--- src/rtl/if_fetch_ctrl.sv ---
// Instruction-fetch controller: owns the PC, drives the ROM address and loads
// the IF/ID register, with stall, redirect/squash and saturating perf counters.
module if_fetch_ctrl #(
    parameter logic [31:0] RESET_PC = 32'h0000_0000,
    parameter int unsigned CNT_W    = 16
) (
    input  logic             clk,
    input  logic             reset,
    input  logic             stall,
    input  logic             branch_taken,
    input  logic [31:0]      branch_target,
    input  logic             jump,
    input  logic [31:0]      jump_target,
    output logic [31:0]      rom_addr,
    input  logic [31:0]      rom_data,
    output logic [31:0]      if_id_instr,
    output logic [31:0]      if_id_pc4,
    output logic             if_id_valid,
    output logic [CNT_W-1:0] fetch_cnt,
    output logic [CNT_W-1:0] flush_cnt
);

    typedef enum logic [1:0] {
        BUBBLE = 2'd0,
        RUN    = 2'd1,
        HOLD   = 2'd2
    } state_t;

    localparam logic [CNT_W-1:0] CNT_ONE = {{(CNT_W-1){1'b0}}, 1'b1};

    state_t             r_state;
    state_t             w_state_nx;
    logic [31:0]        r_pc;
    logic [31:0]        r_instr;
    logic [31:0]        r_pc4;
    logic               r_valid;
    logic [CNT_W-1:0]   r_fetch_cnt;
    logic [CNT_W-1:0]   r_flush_cnt;

    logic               w_fetch;
    logic               w_squash;
    logic [31:0]        w_target;
    logic [31:0]        w_pc_inc;

    always_comb begin
        w_state_nx = r_state;
        w_fetch    = 1'b0;
        w_squash   = 1'b0;
        w_pc_inc   = r_pc + 32'd4;
        // jump wins over branch; targets are forced word-aligned
        w_target   = jump ? {jump_target[31:2], 2'b00} : {branch_target[31:2], 2'b00};

        if (jump || branch_taken) begin
            w_squash   = 1'b1;
            w_state_nx = RUN;
        end else begin
            unique case (r_state)
                BUBBLE: w_state_nx = stall ? BUBBLE : RUN;
                RUN: begin
                    if (stall) w_state_nx = HOLD;
                    else       w_fetch    = 1'b1;
                end
                HOLD: begin
                    if (!stall) begin
                        w_fetch    = 1'b1;
                        w_state_nx = RUN;
                    end
                end
                default: w_state_nx = BUBBLE;
            endcase
        end
    end

    always_ff @(posedge clk) begin
        if (reset) r_state <= BUBBLE;
        else       r_state <= w_state_nx;
    end

    always_ff @(posedge clk) begin
        if (reset) begin
            r_pc        <= RESET_PC;
            r_instr     <= '0;
            r_pc4       <= '0;
            r_valid     <= 1'b0;
            r_fetch_cnt <= '0;
            r_flush_cnt <= '0;
        end else if (w_squash) begin
            r_pc    <= w_target;
            r_instr <= '0;
            r_valid <= 1'b0;
            if (r_flush_cnt != '1) r_flush_cnt <= r_flush_cnt + CNT_ONE;
        end else if (w_fetch) begin
            r_pc    <= w_pc_inc;
            r_instr <= rom_data;
            r_pc4   <= w_pc_inc;
            r_valid <= 1'b1;
            if (r_fetch_cnt != '1) r_fetch_cnt <= r_fetch_cnt + CNT_ONE;
        end
    end

    assign rom_addr    = r_pc;
    assign if_id_instr = r_instr;
    assign if_id_pc4   = r_pc4;
    assign if_id_valid = r_valid;
    assign fetch_cnt   = r_fetch_cnt;
    assign flush_cnt   = r_flush_cnt;

endmodule

--- config.mk ---
export PLATFORM = sky130hd
export DESIGN_NAME = if_fetch_ctrl
export DESIGN_NICKNAME = d
export VERILOG_FILES = /design/src/rtl/if_fetch_ctrl.sv
export SDC_FILE = /design/constraint.sdc
export NUM_CORES = 1
export LEC_CHECK = 0
export ABC_AREA = 1
export CELL_PAD_IN_SITES_DETAIL_PLACEMENT = 0
export CELL_PAD_IN_SITES_GLOBAL_PLACEMENT = 1
export CORE_ASPECT_RATIO = 0.8
export CORE_UTILIZATION = 33
export DETAILED_ROUTE_END_ITERATION = 16
export HOLD_SLACK_MARGIN = 0.02
export PLACE_DENSITY_LB_ADDON = 0.15
export SETUP_SLACK_MARGIN = 0.2
export SYNTH_ARGS = -nofsm -noshare
export SYNTH_HDL_FRONTEND = slang
export SYNTH_SLANG_ARGS = --single-unit
--- constraint.sdc ---
create_clock -name clk -period 3.53 [get_ports clk]
set_input_delay 0.706 -clock clk [delete_from_list [all_inputs] [get_ports clk]]
set_output_delay 0.706 -clock clk [all_outputs]
set_load 0.005 [all_outputs]
# == Word level (Yosys, flattened, before mapping) ==
# Index checks and enable logic that the tools add are counted.
# word_totals
elab_cells,43
input_bits,101
latch_bits,0
rom_bits,0
ramBits,0
out_inout_bits,129
memories,0
register_bits,131
# op_classes
n_addsub,3
order_cmp,0
mul,0
shifts,0
muxes,12
reduce_logical,11
div_mod_pow,0
n_bitwise,1
n_eq_ne,8
# op_table
op,count
2-to-1 mux 32 bit,3
"adder 16 x 1 -> 16 bit, second input constant",2
"adder 32 x 3 -> 32 bit, second input constant",1
"inequality test 16 bit, second input constant",2
AND reduction 2 bit,4
2-to-1 mux 1 bit,6
"inequality test 3 bit, second input constant",2
one-hot mux 2 bit (3 select lines),1
OR reduction 2 bit,3
2-to-1 mux 2 bit,2
"inequality test 2 bit, second input constant",2
AND reduction 3 bit,1
"== test 2 x 1 -> 1 bit, second input constant",1
"== test 2 bit, second input constant",1
zero test 2 bit,1
nonzero test 2 bit,1
logical OR 1 bit,1
NOT 1 bit,1

# == Depth between registers and ports, before layout ==
# Gate-level depths: netlist (run 1).
# logic_depth
word_depth,6
depth_mapped,10
ltp_nobuf,10

# == Least setup slack after synthesis (run 1) ==
# No wires, ideal clock.
# synth_path
kind,input-to-reg
startpoint,in stall
endpoint,reg r_pc[17] (netlist: rom_addr[17])
path_buffers,1
t_arrival_ps,1591
required_time_ps,3398
cell_stages,7
setup_ps,132
slack_ps,1807
path_cell_list,inv_1 > nand2_2 > nand2_1 > clkinv_1 > buf_2 > a21oi_1 > a21oi_1
# synth_via
elab_chain_len,4
# synth_lines
element,line_no,text
from (decl),9,"input logic stall,"
2-to-1 mux 1 bit,"60, 64",
2-to-1 mux 1 bit,-,
2-to-1 mux 1 bit,53,if (jump || branch_taken) begin
nonzero test 2 bit (no source line),-,
to (signal assigned),88,r_pc <= w_target;
to (signal assigned),93,r_pc <= w_pc_inc;
to (decl),33,logic [31:0] r_pc;
# Every way passes these cells.
# A chain may end at the register's enable or synchronous reset.

# == Final worst setup path (run 1) ==
# layout_path
startpoint,in jump
endpoint,reg r_pc[23] (netlist: rom_addr[23])
# layout_via
elab_chain_len,3
elab_cells_between_ends,6
classes_between,mux: 4; reduce/logical: 2
# layout_lines
element,line_no,text
from (decl),12,"input logic jump,"
logical OR 1 bit,53,
2-to-1 mux 1 bit,53,
2-to-1 mux 32 bit / nonzero test 2 bit (equally long branches),-,
# Parallel ways exist; a longest one is shown, timed or not.

==> flow_summary_export.csv, run 1 <==
group,metric,value,unit
run_status,run_status,"finished, final reports clean",
synth,seq_area_frac_synth,41.1,%
synth,synth_top_family_by_area,"simple AND/OR/NAND/NOR gates",
power_and_ir_drop,power.internal,2.95,mW
critical_path,max_stage_delay,0.65,ns
power_and_ir_drop,power_leakage,3.28,nW
timing,finalSetupViolations,0,
drt,drc,0,
timing,fmax,0.384,GHz
drt,drt-initial-drc-count,364,
place,dp_hpwl,14.7,mm
job,drv_cap,0,
timing,slew_viol_final,0,
synth,synth.distinct_cells,38,
critical_path,critPathTopFamily,"buffers and inverters",
timing,slew_headroom,34.6,%
critical_path,worst-path-buf-inv,4,
critical_path,worstPathRequired,3.88,ns
power_and_ir_drop,ir_worst_vdd,0.000302,V
timing,rsz0062_at_grt,"false",
synth,synth_mux_area_share,0,%
die,core,18200,µm²
timing,hold_violations,0,
power_and_ir_drop,netSwitchingFraction,23.8,%
synth,ys_warn_count,0,
synth,synth-adder-area-share,1.21,%
place,place_area,8590,µm²
critical_path,start_kind,"input port",
critical_path,cp_max_fo,32,
timing,tightest_slew,0.981,ns
power_and_ir_drop,power_density,419,nW/µm²
clocking,root_buffer,"clkbuf_16",
synth,synth_area_leaders,"dfxtp_1, nand2_1, nor2_1",
synth,synth_compound_area_share,14.7,%
place,io_buffers,221,
die,io-pin-count,230,
synth,async_reset_ff_share,0,%
layout,regArea,2540,µm²
power_and_ir_drop,power_frac_comb,9.8,%
synth,ys.flop_type,"dfxtp_1",
layout,drive_above_1_share,5.53,%
power_and_ir_drop,seq_power_share,39.1,%
drt,avgViaCountPerCell,4.72,
clocking,tritoncts,"yes",
synth,yosys_register_bits,127,
clocking,postCtsSetupBuffers,0,
drt,vias,6496,
timing,fin_crit,2.61,ns
critical_path,crit_type,"in -> reg",
synth,synth_edf_count,0,
die,dieWidth,155,µm
drt,drtPass1Iterations,5,
clocking,clkLatencyLatePin,0.43,ns
synth,yosysTopAreaCellShare,41.1,%
clocking,cts_resized,0,
synth,synthXorXnorAreaFrac,3.97,%
clocking,htreeDepth,4,
clocking,cts_num_sinks,127,
critical_path,cp_cell_sequence,"clkdlybuf4s50_1 -> nor2_4 -> inv_2 -> nor2_4 -> buf_4 -> buf_4 -> nand3_1 -> a21oi_1",
clocking,path_clk_slew,0.06,ns
synth,synth_top_area_cell,"dfxtp_1",
place,finalWeightedCongestion,0.811,
clocking,cts_buffer_depth,2,
layout,fillers,1872,
die,die-area,19300,µm²
global_routing,grt-ovfl-total,0,
die,start_util,33.9,%
synth,ys_top_cells_by_count,"nand2_1, nor2_1, dfxtp_1",
drt,ant_nets,0,
drt,routed_wl,20.6,mm
synth,yosys.area_share.simple,32.5,%
die,die_h,124,µm
clocking,cts.hold.buffers_added,0,
synth,netlist_area,6180,µm²
power_and_ir_drop,switchingPower,0.922,mW
critical_path,slowest_stage,"clkdlybuf4s50_1",
clocking,cts_buffers,17,
layout,multi_input_area,3250,µm²
global_routing,antenna_found_initial,1,
synth,yosysMostFrequentCell,"nand2_1",
hold_path,hp-class,"reg -> reg",
global_routing,grt_max_degree,87,
timing,fin_skew,0.00940,ns
die,rows,44,
power_and_ir_drop,p_clk_share,51.1,%
timing,tns,0,ns
global_routing,grt_usage,21.6,%
global_routing,grt_pass1_vias,6021,
layout,area.growth.synth_to_final,49.5,%
layout,fin_area,9250,µm²
drt,wl_per_cell,15.0,µm
timing,min_period_over_period,73.8,%
synth,syn_inst,896,
critical_path,cp-end-kind,"flip-flop",
critical_path,worstPathArrival,2.95,ns
global_routing,grt_pass1_wl,32.5,mm
synth,syn-mean-instance-area,6.90,µm²
power_and_ir_drop,p_total,3.88,mW
layout,final_nets,1215,
-- routing by layer --
layer | GRT usage [%] | share of wire, %
met1 | 29.3 | 48
met2 | 31.5 | 42
met3 | 8.11 | 8.6
met4 | 6.00 | 1.4
met5 | 0 | 0
-- logic make-up (layout without fill, tap and decap cells) --
group | count (synthesis) | count (layout)
AND/OR/NAND/NOR | 484 | 484
other | 1 | 5
flip-flops | 127 | 127
AO/OA/AOI/OAI | 157 | 157
adder cells (fa/ha/maj) | 6 | 6
XOR/XNOR | 28 | 28
buffers and inverters | 93 | 315
-- path summary, 6_finish.rpt --
kind                               startpoint            end  slack, ns  cells after the start
worst min register to register  if_id_pc4[12]  if_id_pc4[12]       0.46                      2
worst max register to register     r_state[1]   rom_addr[15]       1.28                      8
worst min-delay path            if_id_pc4[12]  if_id_pc4[12]       0.46                      2
worst max-delay path                     jump   rom_addr[23]       0.92                      8
-- registers in the layout, indices dropped and copies added (netlist names) --
| name | count |
|---|---|
| if_id_instr | 32 |
| if_id_pc4 | 30 |
| rom_addr | 30 |
| fetch_cnt | 16 |
| flush_cnt | 16 |
| r_state | 2 |
| if_id_valid | 1 |
-- per-stage QoR --
stage / setup slack, ns / hold slack, ns / cells / util (%)
6_report: 0.924 / 0.463 / 1375 / 50.7
5_1_grt: 0.787 / 0.478 / 1374 / 50.7
4_1_cts: 0.896 / 0.464 / 1374 / 50.7
3_5_place_dp: 0.464 / 0.455 / 1342 / 47.1
3_3_place_gp: 0.464 / 0.451 / 1342 / 47.1
2_1_floorplan: 1.81 / 0.456 / 899 / -
-- cell type report --
type / count / share of cell area, %
repair buffers: 231 / 24.7
clock buffers: 19 / 4.79
well taps: 253 / 3.42
multi-input cells: 679 / 35.2
inverters: 52 / 2.11
diodes: 1 / 0.0271
flip-flops and latches: 127 / 27.5
clock inverters: 13 / 2.27
-- power groups by stage --
stage / logic [mW] / clock network, mW / registers (mW)
after floorplan: 0.162 / 0 / 1.54
after global placement: 0.383 / 0 / 1.54
after detailed placement: 0.385 / 0 / 1.55
after CTS: 0.387 / 2.02 / 1.51
after global routing: 0.420 / 2.08 / 1.52
final: 0.381 / 1.98 / 1.51
-- worst min-delay path, cell delays in order (launching register included) --
cell and delay [ns]:
dfxtp_1 0.31, nand2_1 0.06, a21oi_1 0.05
-- placed cells by master (no fill, tap or decap), drive strengths merged --
cell type and n:
a211oi 1, a21oi 100, a221oi 12, a22o 9, a22oi 8, a31oi 7
and2 1, buf 11, bufinv 5, clkbuf 19, clkdlybuf4s50 220, clkinv 2
clkinvlp 5, conb 4, dfxtp 127, diode 1, ha 6, inv 53
nand2 240, nand3 39, nand3b 1, nand4 5, nor2 155, nor3 40
nor3b 2, o211ai 2, o21ai 17, o21bai 1, or2 1, xnor2 12
xor2 16
Power figures use the tool's default switching activity.
==> inputs of run 2 (changes only) <==
Settings changed: CORE_UTILIZATION 33 to 28.
Clock period 3.53 ns to 2.3 ns, I/O delays scaled along.
==> flow_summary_export.csv, run 2 (synthesis gave the netlist of run 1 again) <==
group,metric,value,unit
die,die-area,22700,µm²
clocking,htreeDepth,4,
global_routing,grt_max_degree,87,
critical_path,slowest_stage,"clkdlybuf4s50_1",
place,finalWeightedCongestion,0.863,
power_and_ir_drop,p_total,5.95,mW
power_and_ir_drop,ir_worst_vdd,0.000353,V
clocking,cts_buffer_depth,2,
layout,final_core_util,43.5,%
critical_path,cp-end-kind,"output port",
critical_path,max_stage_delay,0.57,ns
clocking,clkLatencyLatePin,0.42,ns
timing,fin_skew,0.0127,ns
power_and_ir_drop,power_leakage,3.35,nW
critical_path,worst-path-buf-inv,1,
timing,min_period_over_period,83.3,%
hold_path,hp-class,"reg -> reg",
layout,layout_commonest_cell,"nand2_1",
drt,top_layer_used,"met4",
die,core,21600,µm²
drt,routed_wl,21.2,mm
layout,largest_reg_flops,32,
global_routing,grt_usage,18.8,%
die,dieWidth,168,µm
timing,finalWorstSetupSlack,0.384,ns
critical_path,cp_max_fo,6,
clocking,root_buffer,"clkbuf_16",
layout,final_nets,1224,
layout,drive_above_1_share,6.19,%
place,io_buffers,221,
critical_path,crit_type,"reg -> out",
place,dp_slack,0.0920,ns
drt,drt-initial-drc-count,330,
critical_path,start_kind,"flip-flop",
layout,fillers,2216,
clocking,cts_num_sinks,127,
timing,fmax,0.522,GHz
layout,final_cell_mix,"nand2_1, clkdlybuf4s50_1, nor2_1",
timing,hold_violations,0,
layout,diodes,0,
layout,area.growth.synth_to_final,51.9,%
drt,avgViaCountPerCell,4.62,
die,rows,48,
critical_path,worstPathRequired,1.84,ns
die,start_util,28.6,%
drt,wl_per_cell,15.1,µm
drt,wl_met3,1.68,mm
timing,rsz0062_at_grt,"true",
drt,ant_nets,0,
place,dp_hpwl,15.6,mm
clocking,cts.hold.buffers_added,0,
drt,drc,0,
run_status,run_status,"finished, final reports clean",
timing,fin_crit,1.92,ns
drt,drtPass1Iterations,4,
clocking,path_clk_slew,0.06,ns
drt,dr_wl_met2,9.07,mm
job,drv_cap,0,
clocking,cts_buffers,17,
critical_path,timing.rr.start,"rom_addr[3]",
power_and_ir_drop,power_density,634,nW/µm²
drt,vias,6495,
timing,slew_viol_final,0,
drt,wirelength_met1,10.3,mm
timing,tns,0,ns
die,die_h,135,µm
global_routing,antenna_found_initial,0,
die,io-pin-count,230,
global_routing,grt_pass1_wl,33.1,mm
global_routing,grt-ovfl-total,0,
critical_path,cp_cell_sequence,"clkdlybuf4s50_1",
global_routing,grt_pass1_vias,6081,
critical_path,cp-startpoint,"rom_addr[10]",
critical_path,critPathTopFamily,"buffers and inverters",
timing,finalSetupViolations,0,
clocking,tritoncts,"yes",
critical_path,worstPathArrival,1.46,ns
hold_path,hp-start,"if_id_pc4[8]",
run 2: changes by cell type in the layout (fill, tap and decap cells not counted), sizes merged:
| cell | change |
|---|---|
| clkbuf | +1 |
| inv | -1 |
| buf | +9 |
| clkinv | +3 |
| diode | -1 |
| clkinvlp | -3 |
run 2: repair_timing:
item	in CTS	in global routing
resized for setup	0	1
setup endpoints to repair	0	8
setup buffers	0	0
run 2: path summary, 6_finish.rpt:
kind                        end  slack, ns  cells after the start
setup / recovery   rom_addr[10]       0.38                      1
hold / removal     if_id_pc4[8]       0.46                      2
setup reg to reg  if_id_pc4[30]       0.40                     10
hold reg to reg    if_id_pc4[8]       0.46                      2
run 2: tightest hold or removal path, stage by stage, from the launching register on:
cell	delay, ns
dfxtp_1	0.30
nand2_1	0.06
a21oi_1	0.05
run 2: final cells by class:
class,instances,area [µm²],share of cell area (%)
flip-flops and latches,127,2540,27.1
clock inverters,12,209,2.22
clock buffers,20,447,4.75
repair buffers,240,2400,25.5
inverters,52,195,2.08
well taps,275,344,3.66
multi-input cells,679,3260,34.7
run 2: metrics by stage:
step | area [µm²] | hold slack [ns] | cells
after global routing | 9400 | 0.482 | 1405
after global placement | 8730 | 0.451 | 1373
final | 9400 | 0.461 | 1405
after detailed placement | 8730 | 0.455 | 1373
after CTS | 9390 | 0.463 | 1405
after floorplan | 6200 | 0.456 | 899
run 2: metal layers:
metal / vias up / track usage, %
li1: 3378 / -
met5: - / 0
met2: 182 / 28.4
met3: 9 / 6.62
met1: 2926 / 25.7
met4: 0 / 3.79
run 2: power breakdown:
part	total, mW	internal (mW)	switching (mW)
logic	0.604	0.340	0.264
clock network	3.02	1.96	1.06
registers	2.32	2.25	0.0701
==> inputs of run 3 (changes only) <==
Settings changed: CORE_UTILIZATION 28 to 31.
Clock period 2.3 ns to 2 ns, I/O delays scaled along.
==> flow_summary_export.csv, run 3 (synthesis gave the netlist of run 1 again) <==
group,metric,value,unit
run_status,run_status,"finished, final reports clean",
timing,finalWorstSetupSlack,0.240,ns
drt,ant_nets,0,
critical_path,cp-endpoint,"fetch_cnt[10]",
timing,fin_hold_ws,0.416,ns
drt,routed_wl,21.1,mm
critical_path,slowest_stage,"clkdlybuf4s50_1",
die,dieWidth,160,µm
layout,final_nets,1243,
layout,area.growth.synth_to_final,56.0,%
place,finalWeightedCongestion,0.837,
global_routing,grt-ovfl-total,0,
power_and_ir_drop,p_total,6.73,mW
timing,fmax,0.568,GHz
timing,fin_crit,1.76,ns
critical_path,reg2reg_to,"fetch_cnt[9]",
layout,largest_reg_flops,32,
power_and_ir_drop,ir_worst_vdd,0.000408,V
critical_path,worstPathArrival,1.36,ns
critical_path,cp_cell_sequence,"clkdlybuf4s50_1",
layout,multi_input_area,3320,µm²
clocking,tritoncts,"yes",
place,dp_hpwl,15.3,mm
die,start_util,32.1,%
global_routing,antenna_found_initial,0,
power_and_ir_drop,power_leakage,3.51,nW
critical_path,cp-end-kind,"output port",
layout,layout_commonest_cell,"nand2_1",
place,dp_slack,-0.0661,ns
timing,fin_skew,0.0101,ns
critical_path,ff2ff_setup_slack,0.28,ns
global_routing,grt_max_degree,87,
layout,final_cell_mix,"nand2_1, clkdlybuf4s50_1, nor2_1",
hold_path,worstHoldPathCells,4,
die,rows,45,
drt,avgViaCountPerCell,4.69,
job,drv_cap,0,
critical_path,cp_num_cells,1,
clocking,cts_num_sinks,127,
critical_path,worstPathRequired,1.60,ns
layout,drive_above_1_share,12.0,%
drt,drt-initial-drc-count,348,
timing,min_period_over_period,88.0,%
global_routing,grt_pass1_wl,33.0,mm
die,io-pin-count,230,
power_and_ir_drop,power_density,697,nW/µm²
critical_path,r2r_cells,9,
critical_path,worst-path-buf-inv,1,
drt,wl_per_cell,15.0,µm
clocking,path_clk_slew,0.06,ns
clocking,root_buffer,"clkbuf_16",
hold_path,hp-class,"in -> reg",
critical_path,cp-startpoint,"fetch_cnt[10]",
timing,rsz0062_at_grt,"true",
critical_path,start_kind,"flip-flop",
timing,tns,0,ns
drt,vias,6599,
drt,drc,0,
global_routing,grt_pass1_vias,6186,
global_routing,grt_usage,20.4,%
drt,drtPass1Iterations,4,
clocking,cts_buffer_depth,2,
timing,hold_violations,0,
layout,fillers,1960,
clocking,cts_buffers,17,
clocking,htreeDepth,4,
die,die_h,128,µm
die,die-area,20500,µm²
critical_path,timing.rr.start,"fetch_cnt[1]",
clocking,clkLatencyLatePin,0.42,ns
layout,diodes,0,
layout,regArea,2600,µm²
critical_path,cp_max_fo,6,
timing,slew_viol_final,0,
critical_path,critPathTopFamily,"buffers and inverters",
critical_path,crit_type,"reg -> out",
place,io_buffers,221,
critical_path,max_stage_delay,0.53,ns
die,core,19300,µm²
timing,finalSetupViolations,0,
run 3: cell types whose count changed in the layout (fill, tap and decap cells not counted), sizes merged, moves of 2 or more:
| cell | delta |
|---|---|
| buf | +17 |
| clkdlybuf4s50 | -4 |
| clkinv | +2 |
| clkinvlp | -2 |
| dlygate4sd2 | +3 |
| nand2 | +2 |
run 3: how the worst min path moves through the flow:
stage | slack (ns) | from | endpoint
after floorplan | 0.46 | if_id_pc4[3] | if_id_pc4[3]
after global placement | 0.45 | if_id_pc4[3] | if_id_pc4[3]
after detailed placement | 0.45 | if_id_pc4[20] | if_id_pc4[20]
after CTS | 0.40 | reset | rom_addr[4]
after global routing | 0.46 | reset | rom_addr[4]
final | 0.42 | reset | rom_addr[4]
run 3: layer usage:
layer / up-vias / share of wire (%) / global-route usage [%]
met3: 14 / 8.5 / 7.19
met1: 2969 / 48 / 27.8
met2: 205 / 43 / 30.7
met4: 0 / 0.82 / 5.04
li1: 3411 / - / -
met5: - / 0 / 0
run 3: tightest hold or removal path, delay by kind of cell:
| kind | cells | cell delay [ns] |
|---|---|---|
| buf+inv | 3 | 0.29 |
| simple gates | 1 | 0.11 |
run 3: what timing repair did:
| action | CTS | global route |
|---|---|---|
| pin swaps | 0 | 1 |
| hold buffers | 0 | 0 |
| setup buffers | 1 | 2 |
| resized for setup | 28 | 38 |
| cloned | 0 | 2 |
| setup endpoints to repair | 30 | 97 |
run 3: through the flow:
step / util [%] / cell area [µm²] / instances
after global routing: 50.1 / 9650 / 1406
after global placement: 46.1 / 8870 / 1370
after detailed placement: 46.1 / 8870 / 1370
final: 50.1 / 9650 / 1406
after floorplan: - / 6200 / 899
after CTS: 49.5 / 9530 / 1402
run 3: layout make-up:
| type | count | area share, % |
|---|---|---|
| Clock inverter | 10 | 1.67 |
| Sequential cell | 127 | 26.9 |
| Timing Repair Buffer | 257 | 26.8 |
| Tap cell | 258 | 3.35 |
| Inverter | 52 | 2.05 |
| Multi-Input combinational cell | 681 | 34.5 |
| Clock buffer | 21 | 4.77 |
run 3: where the power goes:
group | switching (mW) | internal (mW)
Sequential | 0.0755 | 2.60
Combinational | 0.320 | 0.421
Clock | 1.17 | 2.14
